--- src/rtl/reg_access_arbiter.sv ---
// reg_access_arbiter
// Shares a single register-slave port between NUM_REQ register masters using
// round-robin arbitration. Each access is walked through the slave's
// req/ack/rd_wr_L handshake; the winning master receives read data and a
// one-cycle ack. A per-access timer forces completion (with 32'hdead_beef as
// read data) so a silent slave can never hang the register bus.
//
// Handshake semantics (both sides):
//   Master side: a master raises m_req[i] with stable m_rd_wr_L[i], m_addr and
//   m_wr_data and holds them until it sees m_ack[i]. m_ack[i] is a single-cycle
//   pulse; m_rd_data is valid in that cycle. The arbiter does not start another
//   access until the granted master has dropped m_req[i].
//   Slave side: slv_req rises with slv_addr/slv_wr_data/slv_rd_wr_L stable and
//   stays high until slv_ack is sampled high (or the timer expires). slv_req is
//   then low for at least one cycle before the next access, so the slave always
//   sees a clean request edge. slv_ack outside an access is ignored.
module reg_access_arbiter #(
  parameter int NUM_REQ    = 4,
  parameter int ADDR_WIDTH = 16,
  parameter int DATA_WIDTH = 32,
  parameter int TIMEOUT    = 255
) (
  input  logic                           clk,
  input  logic                           reset_n,
  // master side
  input  logic [NUM_REQ-1:0]             m_req,
  input  logic [NUM_REQ-1:0]             m_rd_wr_L,
  input  logic [NUM_REQ*ADDR_WIDTH-1:0]  m_addr,
  input  logic [NUM_REQ*DATA_WIDTH-1:0]  m_wr_data,
  output logic [NUM_REQ-1:0]             m_ack,
  output logic [DATA_WIDTH-1:0]          m_rd_data,
  // slave side
  output logic                           slv_req,
  output logic                           slv_rd_wr_L,
  output logic [ADDR_WIDTH-1:0]          slv_addr,
  output logic [DATA_WIDTH-1:0]          slv_wr_data,
  input  logic                           slv_ack,
  input  logic [DATA_WIDTH-1:0]          slv_rd_data,
  // status
  output logic                           busy,
  output logic [15:0]                    timeout_count,
  output logic [1:0]                     state_dbg
);

  // Index width for master numbers and timer width sized to reach TIMEOUT.
  localparam int GW = (NUM_REQ > 1) ? $clog2(NUM_REQ) : 1;
  localparam int TW = (TIMEOUT > 1) ? $clog2(TIMEOUT + 1) : 1;

  localparam logic [GW-1:0]         LAST_IDX     = GW'(NUM_REQ - 1);
  localparam logic [TW-1:0]         TIMER_MAX    = TW'(TIMEOUT);
  localparam logic [DATA_WIDTH-1:0] TIMEOUT_DATA = DATA_WIDTH'(32'hdead_beef);

  typedef enum logic [1:0] {
    S_IDLE      = 2'd0,
    S_ISSUE     = 2'd1,
    S_WAIT_DROP = 2'd2
  } state_t;

  state_t                  state_q, state_d;
  logic [GW-1:0]           grant_q, grant_d;
  logic [GW-1:0]           last_grant_q, last_grant_d;
  logic [TW-1:0]           timer_q, timer_d;

  logic [NUM_REQ-1:0]      m_ack_d;
  logic [DATA_WIDTH-1:0]   m_rd_data_d;
  logic                    slv_req_d;
  logic                    slv_rd_wr_L_d;
  logic [ADDR_WIDTH-1:0]   slv_addr_d;
  logic [DATA_WIDTH-1:0]   slv_wr_data_d;
  logic [15:0]             timeout_count_d;

  // Unpacked views of the flattened master buses.
  logic [ADDR_WIDTH-1:0]   addr_arr  [NUM_REQ];
  logic [DATA_WIDTH-1:0]   wdata_arr [NUM_REQ];

  // Round-robin search result.
  logic                    req_found;
  logic [GW-1:0]           req_sel;

  for (genvar g = 0; g < NUM_REQ; g++) begin : g_unpack
    assign addr_arr[g]  = m_addr[g*ADDR_WIDTH +: ADDR_WIDTH];
    assign wdata_arr[g] = m_wr_data[g*DATA_WIDTH +: DATA_WIDTH];
  end

  // Master index `off` positions after `base`, wrapping at NUM_REQ.
  function automatic logic [GW-1:0] wrap_idx(input logic [GW-1:0] base, input int off);
    int s;
    s = (int'(base) + off) % NUM_REQ;
    return GW'(s);
  endfunction

  // Find the first requesting master after the last winner, with wrap.
  always_comb begin
    req_found = 1'b0;
    req_sel   = '0;
    for (int k = 1; k <= NUM_REQ; k++) begin
      if (!req_found && m_req[wrap_idx(last_grant_q, k)]) begin
        req_found = 1'b1;
        req_sel   = wrap_idx(last_grant_q, k);
      end
    end
  end

  // State register.
  always_ff @(posedge clk or negedge reset_n) begin
    if (!reset_n) begin
      state_q <= S_IDLE;
    end else begin
      state_q <= state_d;
    end
  end

  // Next-state and next-value logic for the access sequencer.
  always_comb begin
    state_d         = state_q;
    grant_d         = grant_q;
    last_grant_d    = last_grant_q;
    timer_d         = timer_q;
    m_ack_d         = '0;
    m_rd_data_d     = m_rd_data;
    slv_req_d       = slv_req;
    slv_rd_wr_L_d   = slv_rd_wr_L;
    slv_addr_d      = slv_addr;
    slv_wr_data_d   = slv_wr_data;
    timeout_count_d = timeout_count;

    case (state_q)
      S_IDLE: begin
        if (req_found) begin
          grant_d       = req_sel;
          last_grant_d  = req_sel;
          slv_addr_d    = addr_arr[req_sel];
          slv_wr_data_d = wdata_arr[req_sel];
          slv_rd_wr_L_d = m_rd_wr_L[req_sel];
          slv_req_d     = 1'b1;
          timer_d       = '0;
          state_d       = S_ISSUE;
        end
      end

      S_ISSUE: begin
        // A slave ack in the same cycle as expiry wins: real data, no count.
        if (slv_ack) begin
          m_rd_data_d      = slv_rd_data;
          m_ack_d[grant_q] = 1'b1;
          slv_req_d        = 1'b0;
          state_d          = S_WAIT_DROP;
        end else if (timer_q == TIMER_MAX) begin
          m_rd_data_d      = TIMEOUT_DATA;
          m_ack_d[grant_q] = 1'b1;
          slv_req_d        = 1'b0;
          if (timeout_count != 16'hffff) begin
            timeout_count_d = timeout_count + 16'd1;
          end
          state_d          = S_WAIT_DROP;
        end else begin
          timer_d = timer_q + 1'b1;
        end
      end

      S_WAIT_DROP: begin
        // Hold off the next grant until the winner has seen its ack and let go.
        if (!m_req[grant_q]) begin
          state_d = S_IDLE;
        end
      end

      default: begin
        state_d = S_IDLE;
      end
    endcase
  end

  // Registered datapath and outputs; reset abandons any access in flight.
  always_ff @(posedge clk or negedge reset_n) begin
    if (!reset_n) begin
      grant_q       <= '0;
      last_grant_q  <= LAST_IDX;
      timer_q       <= '0;
      m_ack         <= '0;
      m_rd_data     <= '0;
      slv_req       <= 1'b0;
      slv_rd_wr_L   <= 1'b1;
      slv_addr      <= '0;
      slv_wr_data   <= '0;
      timeout_count <= '0;
    end else begin
      grant_q       <= grant_d;
      last_grant_q  <= last_grant_d;
      timer_q       <= timer_d;
      m_ack         <= m_ack_d;
      m_rd_data     <= m_rd_data_d;
      slv_req       <= slv_req_d;
      slv_rd_wr_L   <= slv_rd_wr_L_d;
      slv_addr      <= slv_addr_d;
      slv_wr_data   <= slv_wr_data_d;
      timeout_count <= timeout_count_d;
    end
  end

  assign busy      = (state_q != S_IDLE);
  assign state_dbg = state_q;

endmodule

--- config.mk ---
export PLATFORM = sky130hd
export DESIGN_NAME = reg_access_arbiter
export DESIGN_NICKNAME = d
export VERILOG_FILES = /design/src/rtl/reg_access_arbiter.sv
export SDC_FILE = /design/constraint.sdc
export NUM_CORES = 1
export LEC_CHECK = 0
export CAP_MARGIN = 20
export CORE_UTILIZATION = 25
export DETAILED_ROUTE_END_ITERATION = 8
export PLACE_DENSITY = 0.6
export SKIP_LAST_GASP = 1
export SLEW_MARGIN = 10
export SYNTH_ARGS = -nofsm -noshare
export SYNTH_HDL_FRONTEND = slang
export SYNTH_SLANG_ARGS = --single-unit
--- constraint.sdc ---
create_clock -name clk -period 3.8 [get_ports clk]
set_clock_uncertainty 0.2 [all_clocks]
set_input_delay 0.76 -clock clk [delete_from_list [all_inputs] [get_ports clk]]
set_output_delay 0.76 -clock clk [all_outputs]
set_load 0.02 [all_outputs]
======== Yosys cells after proc, flatten, opt, wreduce, memory -nomap -nowiden ========
Cells that the tools add are included.
operators by class
  reduce and logical (&&, ||, !) cells .... 17
  add/subtract/negate cells ............... 6
  bitwise gates (word level) .............. 2
  equality and inequality tests ........... 9
  mux-type cells .......................... 46
  magnitude comparators ................... 8
operators with widths
  operator                                                    count
  two-way mux 32 bit                                          4
  binary-select mux 32 bit (select 2 bit)                     1
  binary-select mux 16 bit (select 2 bit)                     1
  two-way mux 16 bit                                          2
  two-way mux 8 bit                                           3
  less-than comparator 2 x 3 -> 1 bit, second input constant  6
  adder 16 x 1 -> 16 bit, second input constant               1
  two-way mux 2 bit                                           8
  != test 16 bit, second input constant                       1
  one-hot mux 8 bit (2 select lines)                          1
  two-way mux 1 bit                                           14
  binary-select mux 1 bit (select 2 bit)                      6
  two-way mux 4 bit                                           3
  adder 8 x 1 -> 8 bit, second input constant                 1
  == test 8 bit, second input constant                        1
  != test 2 bit, second input constant                        4
  AND reduction 4 bit                                         2
  one-hot mux 2 bit (3 select lines)                          1
  AND reduction 3 bit                                         2
  nonzero test 2 bit                                          3
  adder 2 x 1 -> 2 bit, second input constant                 2
  adder 2 bit, second input constant                          2
  logical AND 1 bit                                           4
  AND reduction 2 bit                                         2
  other kinds (11)                                            13
word-level totals
  input port bits ......................... 235
  flip-flop bits (word level) ............. 116

======== Depth between registers and ports, before layout ========
Gate-level depths: netlist of the first run.
  word-level depth ........................ 17
  mapped depth ............................ 8

======== Worst setup path after synthesis of the first run ========
OpenSTA, ideal clock, no wires.
  path type ............................... input-to-reg
  start ................................... in slv_ack
  end ..................................... reg timeout_count[10]
  setup time .............................. 0.130 ns
  setup slack ............................. 1.469 ns
  path buffers ............................ 0
  stages .................................. 5
  data arrival time ....................... 2.001 ns
  path through ............................ nor3b_2 -> or3b_4 -> a311oi_4 -> nand3_1 -> xnor2_1
between the ends
  word-level cells in the longest chain between the ends .. 2
RTL lines
  element                        RTL line  text
  start: declaration             37        input logic slv_ack,
  NOT 1 bit (no line)            -
  AND reduction 4 bit (no line)  -
  end signal: assignment         197       timeout_count <= timeout_count_d;
  end: declaration               41        output logic [15:0] timeout_count,
Every way passes these cells.
A chain may end at the register's enable or synchronous reset.

======== Worst setup path after layout of the first run ========
  start ................................... in m_req[0]
  end ..................................... reg slv_wr_data[22]
between the ends
  word-level cells in the longest chain between the ends .. 16
RTL lines
  element                                                 RTL line  text
  start: declaration                                      26        input logic [NUM_REQ-1:0] m_req,
  binary-select mux 1 bit (select 2 bit)                  97        if (!req_found && m_req[wrap_idx(last_grant_q, k)]) begin
  two-way mux 1 bit (implied by the code)                 97
  two-way mux 1 bit                                       97
  logical NOT 1 bit                                       97
  logical AND 1 bit                                       97
  two-way mux 1 bit                                       97
  logical NOT 1 bit                                       97
  logical AND 1 bit                                       97
  two-way mux 1 bit                                       97
  logical NOT 1 bit                                       97
  logical AND 1 bit                                       97
  two-way mux 2 bit                                       97
  NOT 2 -> 3 bit (implied by the code)                    133       slv_wr_data_d = wdata_arr[req_sel];
  binary-select mux 32 bit (select 2 bit)                 133
  two-way mux 32 bit (implied by the code) (2 in series)  133
  end signal: assignment                                  196       slv_wr_data <= slv_wr_data_d;
  end: declaration                                        36        output logic [DATA_WIDTH-1:0] slv_wr_data,
Several ways; a longest one is shown, not always the timed one. The select of a mux whose other input is x is not followed.

==> run_results.csv, run 1 <==
group,metric,value,unit
global_route,antenna_found_initial,0,
sta,layout_worst_path_cycle_share,0.715,
critical_path,crit_arrival,2.81,ns
sta,maxSlewViolCount,0,
clock_network,cts_buffers,17,
final_layout,syn2layout_area_growth,71.8,%
power,p_int,4.58,mW
power,p_per_area,721,mW/mm^2
sta,holdWs,0.0538,ns
sta,worstMarginPinSlew,0.888,ns
worst_hold_path,worstHoldPathType,"in -> async",
critical_path,start_kind,"primary input",
critical_path,path_max_fanout,26,
synthesis,synth_area,0.00611,sq mm
critical_path,timing.rr.end,"timeout_count[1]$_DFFE_PN0P_",
critical_path,r2r_start,"timer_q[0]$_DFFE_PN0P_",
synthesis,ys_dominant_reg_cell,"dfrtp_1",
critical_path,worstPathRequired,3.89,ns
power,p_clk_frac,0.214,
routing,wirelength,21.5,mm
sta,fmax,0.368,GHz
die,core,0.0237,sq mm
synthesis,yosysSeqAreaShare,0.476,
sta,rsz0062_at_grt,"no",
synthesis,yosysWarnings,0,
clock_network,tritoncts,"built",
critical_path,path_cells,"clkdlybuf4s50_1, nor4_1, nor2_2, nand2_4, buf_12, o221ai_2",
sta,finalSetupViolCount,0,
final_layout,antenna_cells,0,
clock_network,post_cts_buffers,0,
synthesis,synth-seq-cells,116,
critical_path,cp-end-kind,"register",
sta,maxSlewHeadroom,0.407,
synthesis,synth_edf_count,0,
die,initial_core_util,0.258,
die,fp-row-count,56,
routing,num_vias,5340,
global_route,grtUsageTotal,0.168,
global_route,overflow,0,
power,p_leak,4.34,nW
job,max-cap-violations,0,
critical_path,slowest_stage,"clkdlybuf4s50_1",
placed_design,dp_hpwl,15.4,mm
placed_design,io_buffers,339,
critical_path,r2r_cells,5,
routing,drtIter0Drc,162,
die,die-area,0.0251,sq mm
routing,dr.pass1.iters,5,
global_route,grt_pass1_vias,5427,
final_layout,final_layout_size_suffix_gt1_frac,0.131,
critical_path,critPathKind,"in -> reg",
synthesis,synthCells,502,
placed_design,place_congestion,0.747,
power,p_sw,2.99,mW
clock_network,cts.clk_slew.worst_paths,0.07,ns
power,combPwrFrac,0.517,
synthesis,ys_types,46,
final_layout,final_nets,1074,
synthesis,syn_avg_cell_area,12.2,sq um
global_route,grt_max_degree,74,
routing,antenna_left,0,
clock_network,cts-resized-gates,0,
clock_network,root_buffer,"clkbuf_16",
power,ir_worst_vdd,358,uV
global_route,grt_pass1_wl,31.6,mm
synthesis,synth_nets,739,
routing,viasPerCell,4.57,
placed_design,place_ws,0.603,ns
clock_network,cts_max_level,4,
critical_path,crit_path_max_incr_delay,0.50,ns
outcome,status,"complete, no violations",
power,p_seq_frac,0.269,
die,die_x,158,microns
sta,tns,0,ns
sta,finalCriticalPeriod,2.72,ns
clock_network,clockBufferDepth,2,
die,die_h,158,microns
synthesis,synthArstFlopShare,1.00,
routing,drc,0,
routing,wl_per_cell,18.4,microns
power,p_sw_frac,0.395,
sta,setup_slack,1.08,ns
clock_network,clk-insertion-delay-late,0.42,ns
clock_network,cts_hold_buf,0,
sta,hold_viol_final,0,
critical_path,r2r_slack,1.40,ns
clock_network,cts_num_sinks,116,
die,pin_count,340,
synthesized netlist by cell type, types with 2 or more instances:
cell | count | area, sq um
nor2b_1 | 2 | 12.5
nand2b_1 | 3 | 18.8
o221ai_1 | 2 | 17.5
buf_4 | 6 | 45.0
o221ai_2 | 48 | 721
o21ai_0 | 3 | 15.0
and3_1 | 7 | 43.8
dfrtp_1 | 113 | 2830
xor2_1 | 6 | 52.6
ha_1 | 2 | 25.0
clkbuf_1 | 9 | 33.8
nand4_1 | 8 | 50.1
buf_2 | 17 | 85.1
o21a_1 | 2 | 15.0
buf_6 | 4 | 45.0
mux2i_1 | 99 | 991
or2_1 | 3 | 18.8
nor2_1 | 13 | 48.8
dfstp_2 | 3 | 78.8
xnor2_1 | 14 | 123
a22o_1 | 8 | 70.1
a21oi_1 | 4 | 20.0
nand3_1 | 10 | 50.1
and4_1 | 2 | 17.5
o22a_1 | 24 | 210
nand2_1 | 68 | 255
and2_1 | 3 | 18.8
layout by cell type (no fill, tap or decap), types with 2 or more instances in the layout:
cell / synthesis / layout
o22a_1: 24 / 24
nand2_1: 68 / 67
xor2_1: 6 / 6
clkbuf_16: 0 / 17
nor2_1: 13 / 13
nand3_1: 10 / 10
o21ai_0: 3 / 3
clkinvlp_4: 0 / 2
a22o_1: 8 / 8
ha_1: 2 / 2
a21oi_1: 4 / 4
nor2b_1: 2 / 2
inv_6: 0 / 7
o221ai_2: 48 / 48
buf_4: 6 / 8
xnor2_1: 14 / 14
and4_1: 2 / 2
inv_8: 0 / 2
nand2b_1: 3 / 3
and2_1: 3 / 3
dfstp_2: 3 / 3
buf_12: 0 / 6
nand4_1: 8 / 8
mux2i_1: 99 / 99
o21a_1: 2 / 2
clkdlybuf4s50_1: 0 / 338
and3_1: 7 / 7
dfrtp_1: 113 / 113
state kept, by name, summed over array words and instances, names as in the netlist:
name,cells
slv_wr_data,32
slv_addr,16
slv_rd_wr_L,1
state_dbg,2
timeout_count,16
m_rd_data,32
slv_req,1
timer_q,8
m_ack,4
grant_q,2
last_grant_q,2
how the worst max path moves through the flow:
stage	startpoint	to	slack (ns)	cells past startpoint
global route	m_req[3]	slv_wr_data[3]$_DFFE_PN0P_	0.96	7
CTS	m_req[0]	slv_wr_data[22]$_DFFE_PN0P_	1.04	6
detailed placement	m_req[0]	slv_wr_data[22]$_DFFE_PN0P_	0.60	6
floorplan	slv_ack	timeout_count[10]$_DFFE_PN0P_	1.47	5
finish	m_req[0]	slv_wr_data[22]$_DFFE_PN0P_	1.08	6
global placement	m_req[0]	slv_addr[6]$_DFFE_PN0P_	0.60	6
cells by family after synthesis:
family          count (synthesis)  share of synthesized area
mux                           102                      0.170
compound gates                 96                      0.186
fa+ha+maj                       2                    0.00410
xor+xnor                       20                     0.0287
buf+inv                        38                     0.0354
flops                         116                      0.476
simple gates                  128                     0.0996
layout make-up:
class / count / area (sq um)
multi-input combinational: 348 / 3010
sequential: 116 / 2910
inverter: 1 / 3.75
fill: 2278 / 13200
clock inverter: 14 / 143
timing repair buffer: 353 / 3590
clock buffer: 18 / 439
tap: 319 / 399
routing by layer:
layer / up-vias / wire (microns) / global-route usage / part of all wire
li1: 2566 / - / - / -
met1: 2558 / 8960 / 0.207 / 0.42
met2: 202 / 10700 / 0.289 / 0.50
met3: 14 / 1700 / 0.0474 / 0.079
met4: 0 / 199 / 0.0394 / 0.0092
met5: - / 0 / 0 / 0
through the flow:
stage          instance area (sq um)  std cells  utilization  power, mW
2_1_floorplan                   6110        502            -       4.30
3_3_place_gp                    9880       1136        0.417       6.00
3_5_place_dp                    9880       1136        0.417       6.03
4_1_cts                        10500       1168        0.442       7.70
5_1_grt                        10500       1169        0.443       8.02
6_report                       10500       1169        0.443       7.56
power groups by stage:
stage / Clock [mW] / Combinational, mW / Sequential (mW)
5_1_grt: 1.73 / 4.20 / 2.10
6_report: 1.62 / 3.91 / 2.03
3_3_place_gp: 0 / 3.95 / 2.05
2_1_floorplan: 0 / 1.77 / 2.54
4_1_cts: 1.67 / 3.99 / 2.04
3_5_place_dp: 0 / 3.98 / 2.05
worst max-delay path: cells and delay by family:
| kind | cells | cell delay (ns) |
|---|---|---|
| AND/OR/NAND/NOR | 3 | 1.12 |
| AO/OA/AOI/OAI | 1 | 0.13 |
| buffers and inverters | 2 | 0.78 |
Power figures use the tool's default switching activity.
==> run 2: changes to the inputs <==
clock period = 2.7 ns   (was 3.8 ns; I/O delays follow)
==> run 2 against run 1 <==
Clock-buffer cell count did not move. Non-clock buffer count grew 20. Global-route usage shrank 0.13 points. Sequential power increased by 40%. Register-to-register slack lost 1.1 ns. Utilization rose by 0.85 points. First-iteration DRC count fell by 6.8%. Worst hold slack better by 0.23 ns. Combinational power is 48% higher.
==> run_results.csv, run 2 (synthesis results as in run 1) <==
group,metric,value,unit
outcome,status,"complete, no violations",
die,die_x,158,microns
power,p_per_area,1010,mW/mm^2
sta,finalSetupViolCount,0,
critical_path,path_cells,"or2_1, clkdlybuf4s50_1",
power,p_seq_frac,0.264,
power,p_leak,4.45,nW
final_layout,final_nets,1094,
clock_network,post_cts_buffers,0,
die,pin_count,340,
critical_path,critPathKind,"reg -> out",
global_route,grtUsageTotal,0.167,
sta,worstMarginPinSlew,0.471,ns
routing,wirelength,21.4,mm
final_layout,syn2layout_area_growth,75.1,%
placed_design,io_buffers,339,
clock_network,cts_max_level,4,
sta,maxSlewHeadroom,0.686,
global_route,grt_max_degree,46,
final_layout,stdcell_count,1189,
power,combPwrFrac,0.538,
clock_network,cts.clk_slew.worst_paths,0.06,ns
critical_path,cp-end-kind,"primary output",
job,max-cap-violations,0,
die,core,0.0237,sq mm
placed_design,place_congestion,0.762,
sta,maxSlewViolCount,0,
power,p_int,6.56,mW
critical_path,worstPathRequired,1.96,ns
global_route,overflow,0,
final_layout,antenna_cells,0,
die,die_h,158,microns
clock_network,clockBufferDepth,2,
power,ir_worst_vdd,511,uV
sta,fmax,0.403,GHz
final_layout,layout_commonest_cell,"clkdlybuf4s50_1",
placed_design,dp_cells,1156,
critical_path,crit_arrival,1.74,ns
die,initial_core_util,0.258,
power,p_clk_frac,0.198,
clock_network,cts_num_sinks,116,
final_layout,final_cell_mix,"clkdlybuf4s50_1 (338), dfrtp_1 (113), mux2i_1 (99)",
clock_network,cts_hold_buf,1,
worst_hold_path,worstHoldPathType,"reg -> reg",
routing,dr.pass1.iters,4,
critical_path,crit_path_max_incr_delay,0.66,ns
power,p_sw_frac,0.391,
critical_path,r2r_slack,0.34,ns
routing,drc,0,
routing,viasPerCell,4.56,
sta,layout_worst_path_cycle_share,0.918,
die,die-area,0.0251,sq mm
critical_path,critPathTopFamily,"buffers and inverters",
sta,finalCriticalPeriod,2.48,ns
final_layout,reg.largest.list,"m_rd_data (32), slv_wr_data (32)",
critical_path,path_max_fanout,5,
sta,rsz0062_at_grt,"no",
clock_network,tritoncts,"built",
critical_path,slowest_stage,"clkdlybuf4s50_1",
routing,drtIter0Drc,151,
sta,hold_viol_final,0,
clock_network,clk-insertion-delay-late,0.41,ns
clock_network,cts-resized-gates,0,
global_route,grt_pass1_wl,31.5,mm
final_layout,design_area,0.0107,sq mm
power,p_sw,4.21,mW
clock_network,root_buffer,"clkbuf_16",
critical_path,path_buf_inv,1,
final_layout,final_layout_size_suffix_gt1_frac,0.148,
critical_path,start_kind,"register",
routing,wl_per_cell,18.0,microns
placed_design,placed_area,0.0101,sq mm
routing,num_vias,5427,
clock_network,cts_buffers,17,
global_route,grt_pass1_vias,5498,
routing,antenna_left,0,
global_route,antenna_found_initial,0,
die,fp-row-count,56,
placed_design,dp_hpwl,16.0,mm
## run 2: changes by cell type in the layout (fill, tap and decap cells not counted), sizes merged
cell / change
bufinv: -1
inv: -1
buf: +19
dlygate4sd3: +1
clkinv: +2
## run 2: routing by layer
metal | routed length, microns | share of wire | track usage
met1 | 9100 | 0.42 | 0.209
met2 | 10600 | 0.49 | 0.286
met3 | 1680 | 0.079 | 0.0482
met4 | 89 | 0.0042 | 0.0311
met5 | 0 | 0 | 0
## run 2: power by group through the flow
stage | clock (mW) | sequential (mW) | combinational (mW)
finish | 2.13 | 2.85 | 5.79
global route | 2.28 | 2.94 | 6.18
CTS | 2.21 | 2.86 | 5.90
detailed placement | 0 | 2.86 | 5.89
global placement | 0 | 2.88 | 5.83
floorplan | 0 | 3.57 | 2.48
## run 2: worst min-delay path, stage by stage, from the launching register on
cell and delay (ns):
dfrtp_1 0.34, nand2_1 0.06, o221ai_2 0.05
## run 2: final timing paths
kind                                                 to  cells after the start                       start
max                                                busy                      2    state_dbg[1]$_DFFE_PN0P_
max in group asynchronous   last_grant_q[0]$_DFFE_PN1P_                      3                     reset_n
max reg2reg                timeout_count[1]$_DFFE_PN0P_                      5      timer_q[0]$_DFFE_PN0P_
min reg2reg                  slv_wr_data[7]$_DFFE_PN0P_                      2  slv_wr_data[7]$_DFFE_PN0P_
min in group asynchronous  timeout_count[2]$_DFFE_PN0P_                      2                     reset_n
min                          slv_wr_data[7]$_DFFE_PN0P_                      2  slv_wr_data[7]$_DFFE_PN0P_
## run 2: final cells by class
class	instances	area, sq um
fillers	2280	13000
well taps	319	399
repair buffers	373	3820
clock inverters	14	120
flip-flops and latches	116	2910
clock buffers	18	429
multi-input cells	348	3010
inverters	1	3.75
## run 2: metrics by stage
stage | hold slack [ns] | util | power [mW] | setup WS [ns] | setup TNS, ns
after global routing | 0.300 | 0.452 | 11.4 | 0.130 | 0
after floorplan | 0.0444 | - | 6.06 | 0.571 | 0
after global placement | 0.269 | 0.428 | 8.71 | -0.0313 | -0.0313
final | 0.286 | 0.452 | 10.8 | 0.221 | 0
after CTS | 0.288 | 0.452 | 11.0 | 0.185 | 0
after detailed placement | 0.272 | 0.428 | 8.76 | -0.0485 | -0.0852
==> run 3: changes to the inputs <==
CAP_MARGIN = 30   (was 20)
CORE_AREA = 2 2 132 134   (was not set)
CORE_UTILIZATION = not set   (was 25)
DIE_AREA = 0 0 134 136   (was not set)
PLACE_DENSITY = not set   (was 0.6)
PLACE_DENSITY_LB_ADDON = 0.2   (was not set)
==> run 3 against run 2 <==
Via count up 0.37%. First-iteration DRC count up 45%. Highest routed layer unchanged. Critical path type unchanged. Final area down 1.7%. Flip-flop and latch count unchanged. Final cell count down 8.5%. Maximum frequency up 2.3%.
==> run_results.csv, run 3 (synthesis results as in run 1) <==
group,metric,value,unit
die,die_h,136,microns
die,core,0.0169,sq mm
routing,wirelength,20.5,mm
routing,antenna_left,0,
clock_network,cts_buffers,17,
global_route,grt_pass1_vias,5794,
power,p_per_area,1020,mW/mm^2
final_layout,antenna_cells,0,
die,initial_core_util,0.362,
worst_hold_path,min_from,"slv_wr_data[21]$_DFFE_PN0P_",
global_route,grtUsageTotal,0.222,
clock_network,cts_num_sinks,116,
power,p_sw,4.14,mW
job,max-cap-violations,0,
critical_path,r2r_start,"timer_q[0]$_DFFE_PN0P_",
critical_path,cp-startpoint,"state_dbg[0]$_DFFE_PN0P_",
global_route,overflow,0,
final_layout,layout_commonest_cell,"clkdlybuf4s50_1",
power,ir_worst_vdd,660,uV
routing,drc,0,
sta,hold_viol_final,0,
global_route,grt_max_degree,67,
final_layout,syn2layout_area_growth,72.2,%
power,p_total,10.8,mW
power,p_int,6.62,mW
die,fp-row-count,48,
sta,finalSetupViolCount,0,
power,p_sw_frac,0.385,
sta,fmax,0.413,GHz
critical_path,path_max_fanout,5,
sta,maxSlewHeadroom,0.698,
global_route,antenna_found_initial,0,
final_layout,final_nets,1087,
clock_network,clk-insertion-delay-late,0.41,ns
final_layout,reg.largest.list,"m_rd_data (32), slv_wr_data (32)",
sta,tns,0,ns
placed_design,io_buffers,339,
clock_network,tritoncts,"built",
critical_path,critPathKind,"reg -> out",
sta,holdWs,0.286,ns
routing,dr.pass1.iters,5,
routing,wl_per_cell,18.8,microns
sta,worstMarginPinSlew,0.452,ns
clock_network,clockBufferDepth,2,
critical_path,crit_arrival,1.68,ns
clock_network,cts.clk_slew.worst_paths,0.06,ns
routing,viasPerCell,5.01,
sta,layout_worst_path_cycle_share,0.897,
placed_design,dp_hpwl,15.7,mm
routing,num_vias,5447,
clock_network,cts_max_level,4,
critical_path,worstPathRequired,1.96,ns
die,die-area,0.0182,sq mm
power,p_clk_frac,0.210,
power,p_seq_frac,0.266,
routing,drtIter0Drc,219,
final_layout,final_layout_size_suffix_gt1_frac,0.141,
critical_path,start_kind,"register",
placed_design,place_congestion,0.817,
sta,finalCriticalPeriod,2.42,ns
critical_path,cp-end-kind,"primary output",
die,pin_count,340,
global_route,grt_pass1_wl,31.5,mm
power,p_leak,4.42,nW
final_layout,final_cell_mix,"clkdlybuf4s50_1 (338), dfrtp_1 (113), mux2i_1 (99)",
sta,rsz0062_at_grt,"no",
power,combPwrFrac,0.524,
outcome,status,"complete, no violations",
die,die_x,134,microns
clock_network,root_buffer,"clkbuf_16",
worst_hold_path,worstHoldPathType,"reg -> reg",
sta,maxSlewViolCount,0,
[run 3: critical path, stage by stage, from the launching register on]
cell and delay, ns:
dfrtp_1 0.41, or2_1 0.30, clkdlybuf4s50_1 0.57
[run 3: layer usage]
layer  vias to the layer above  track usage  wire, microns
met5                         -            0              0
met1                      2619        0.252           7960
li1                       2589            -              -
met3                        30       0.0716           1430
met4                         0       0.0745            493
met2                       209        0.397          10600
[run 3: worst paths after layout]
path                       slack [ns]  cells past startpoint                      endpoint
min                              0.29                      2   slv_wr_data[21]$_DFFE_PN0P_
max in group asynchronous        1.09                      3       slv_rd_wr_L$_DFFE_PN1P_
min reg2reg                      0.29                      2   slv_wr_data[21]$_DFFE_PN0P_
min in group asynchronous        0.43                      2   slv_wr_data[22]$_DFFE_PN0P_
max reg2reg                      0.32                      7  timeout_count[4]$_DFFE_PN0P_
max                              0.28                      2                          busy
[run 3: timing repair]
item | in CTS | in global routing
hold endpoints to repair | 31 | 0
gates resized for setup | 0 | 0
hold buffers | 1 | 0
endpoints found under the setup margin | 0 | 0
buffers inserted | 0 | 0
[run 3: layout make-up]
class / count / area [sq um]
Fill cell: 1331 / 6360
Sequential cell: 116 / 2910
Clock inverter: 14 / 165
Tap cell: 225 / 282
Multi-Input combinational cell: 348 / 3010
Clock buffer: 18 / 429
Inverter: 1 / 3.75
Timing Repair Buffer: 366 / 3720
[run 3: through the flow]
| step | setup WS, ns | std cells | util | instance area, sq um |
|---|---|---|---|---|
| 6_report | 0.278 | 1088 | 0.623 | 10500 |
| 3_5_place_dp | -0.0827 | 1055 | 0.587 | 9910 |
| 4_1_cts | 0.250 | 1088 | 0.623 | 10500 |
| 2_1_floorplan | 0.571 | 502 | - | 6110 |
| 5_1_grt | 0.138 | 1088 | 0.623 | 10500 |
| 3_3_place_gp | 0.0107 | 1055 | 0.587 | 9910 |
[run 3: power groups by stage]
stage,logic (mW),clock network (mW),registers [mW]
final,5.64,2.26,2.86
after global routing,5.99,2.40,2.94
after CTS,5.73,2.31,2.87
after detailed placement,5.70,0,2.88
after global placement,5.57,0,2.86
after floorplan,2.48,0,3.57
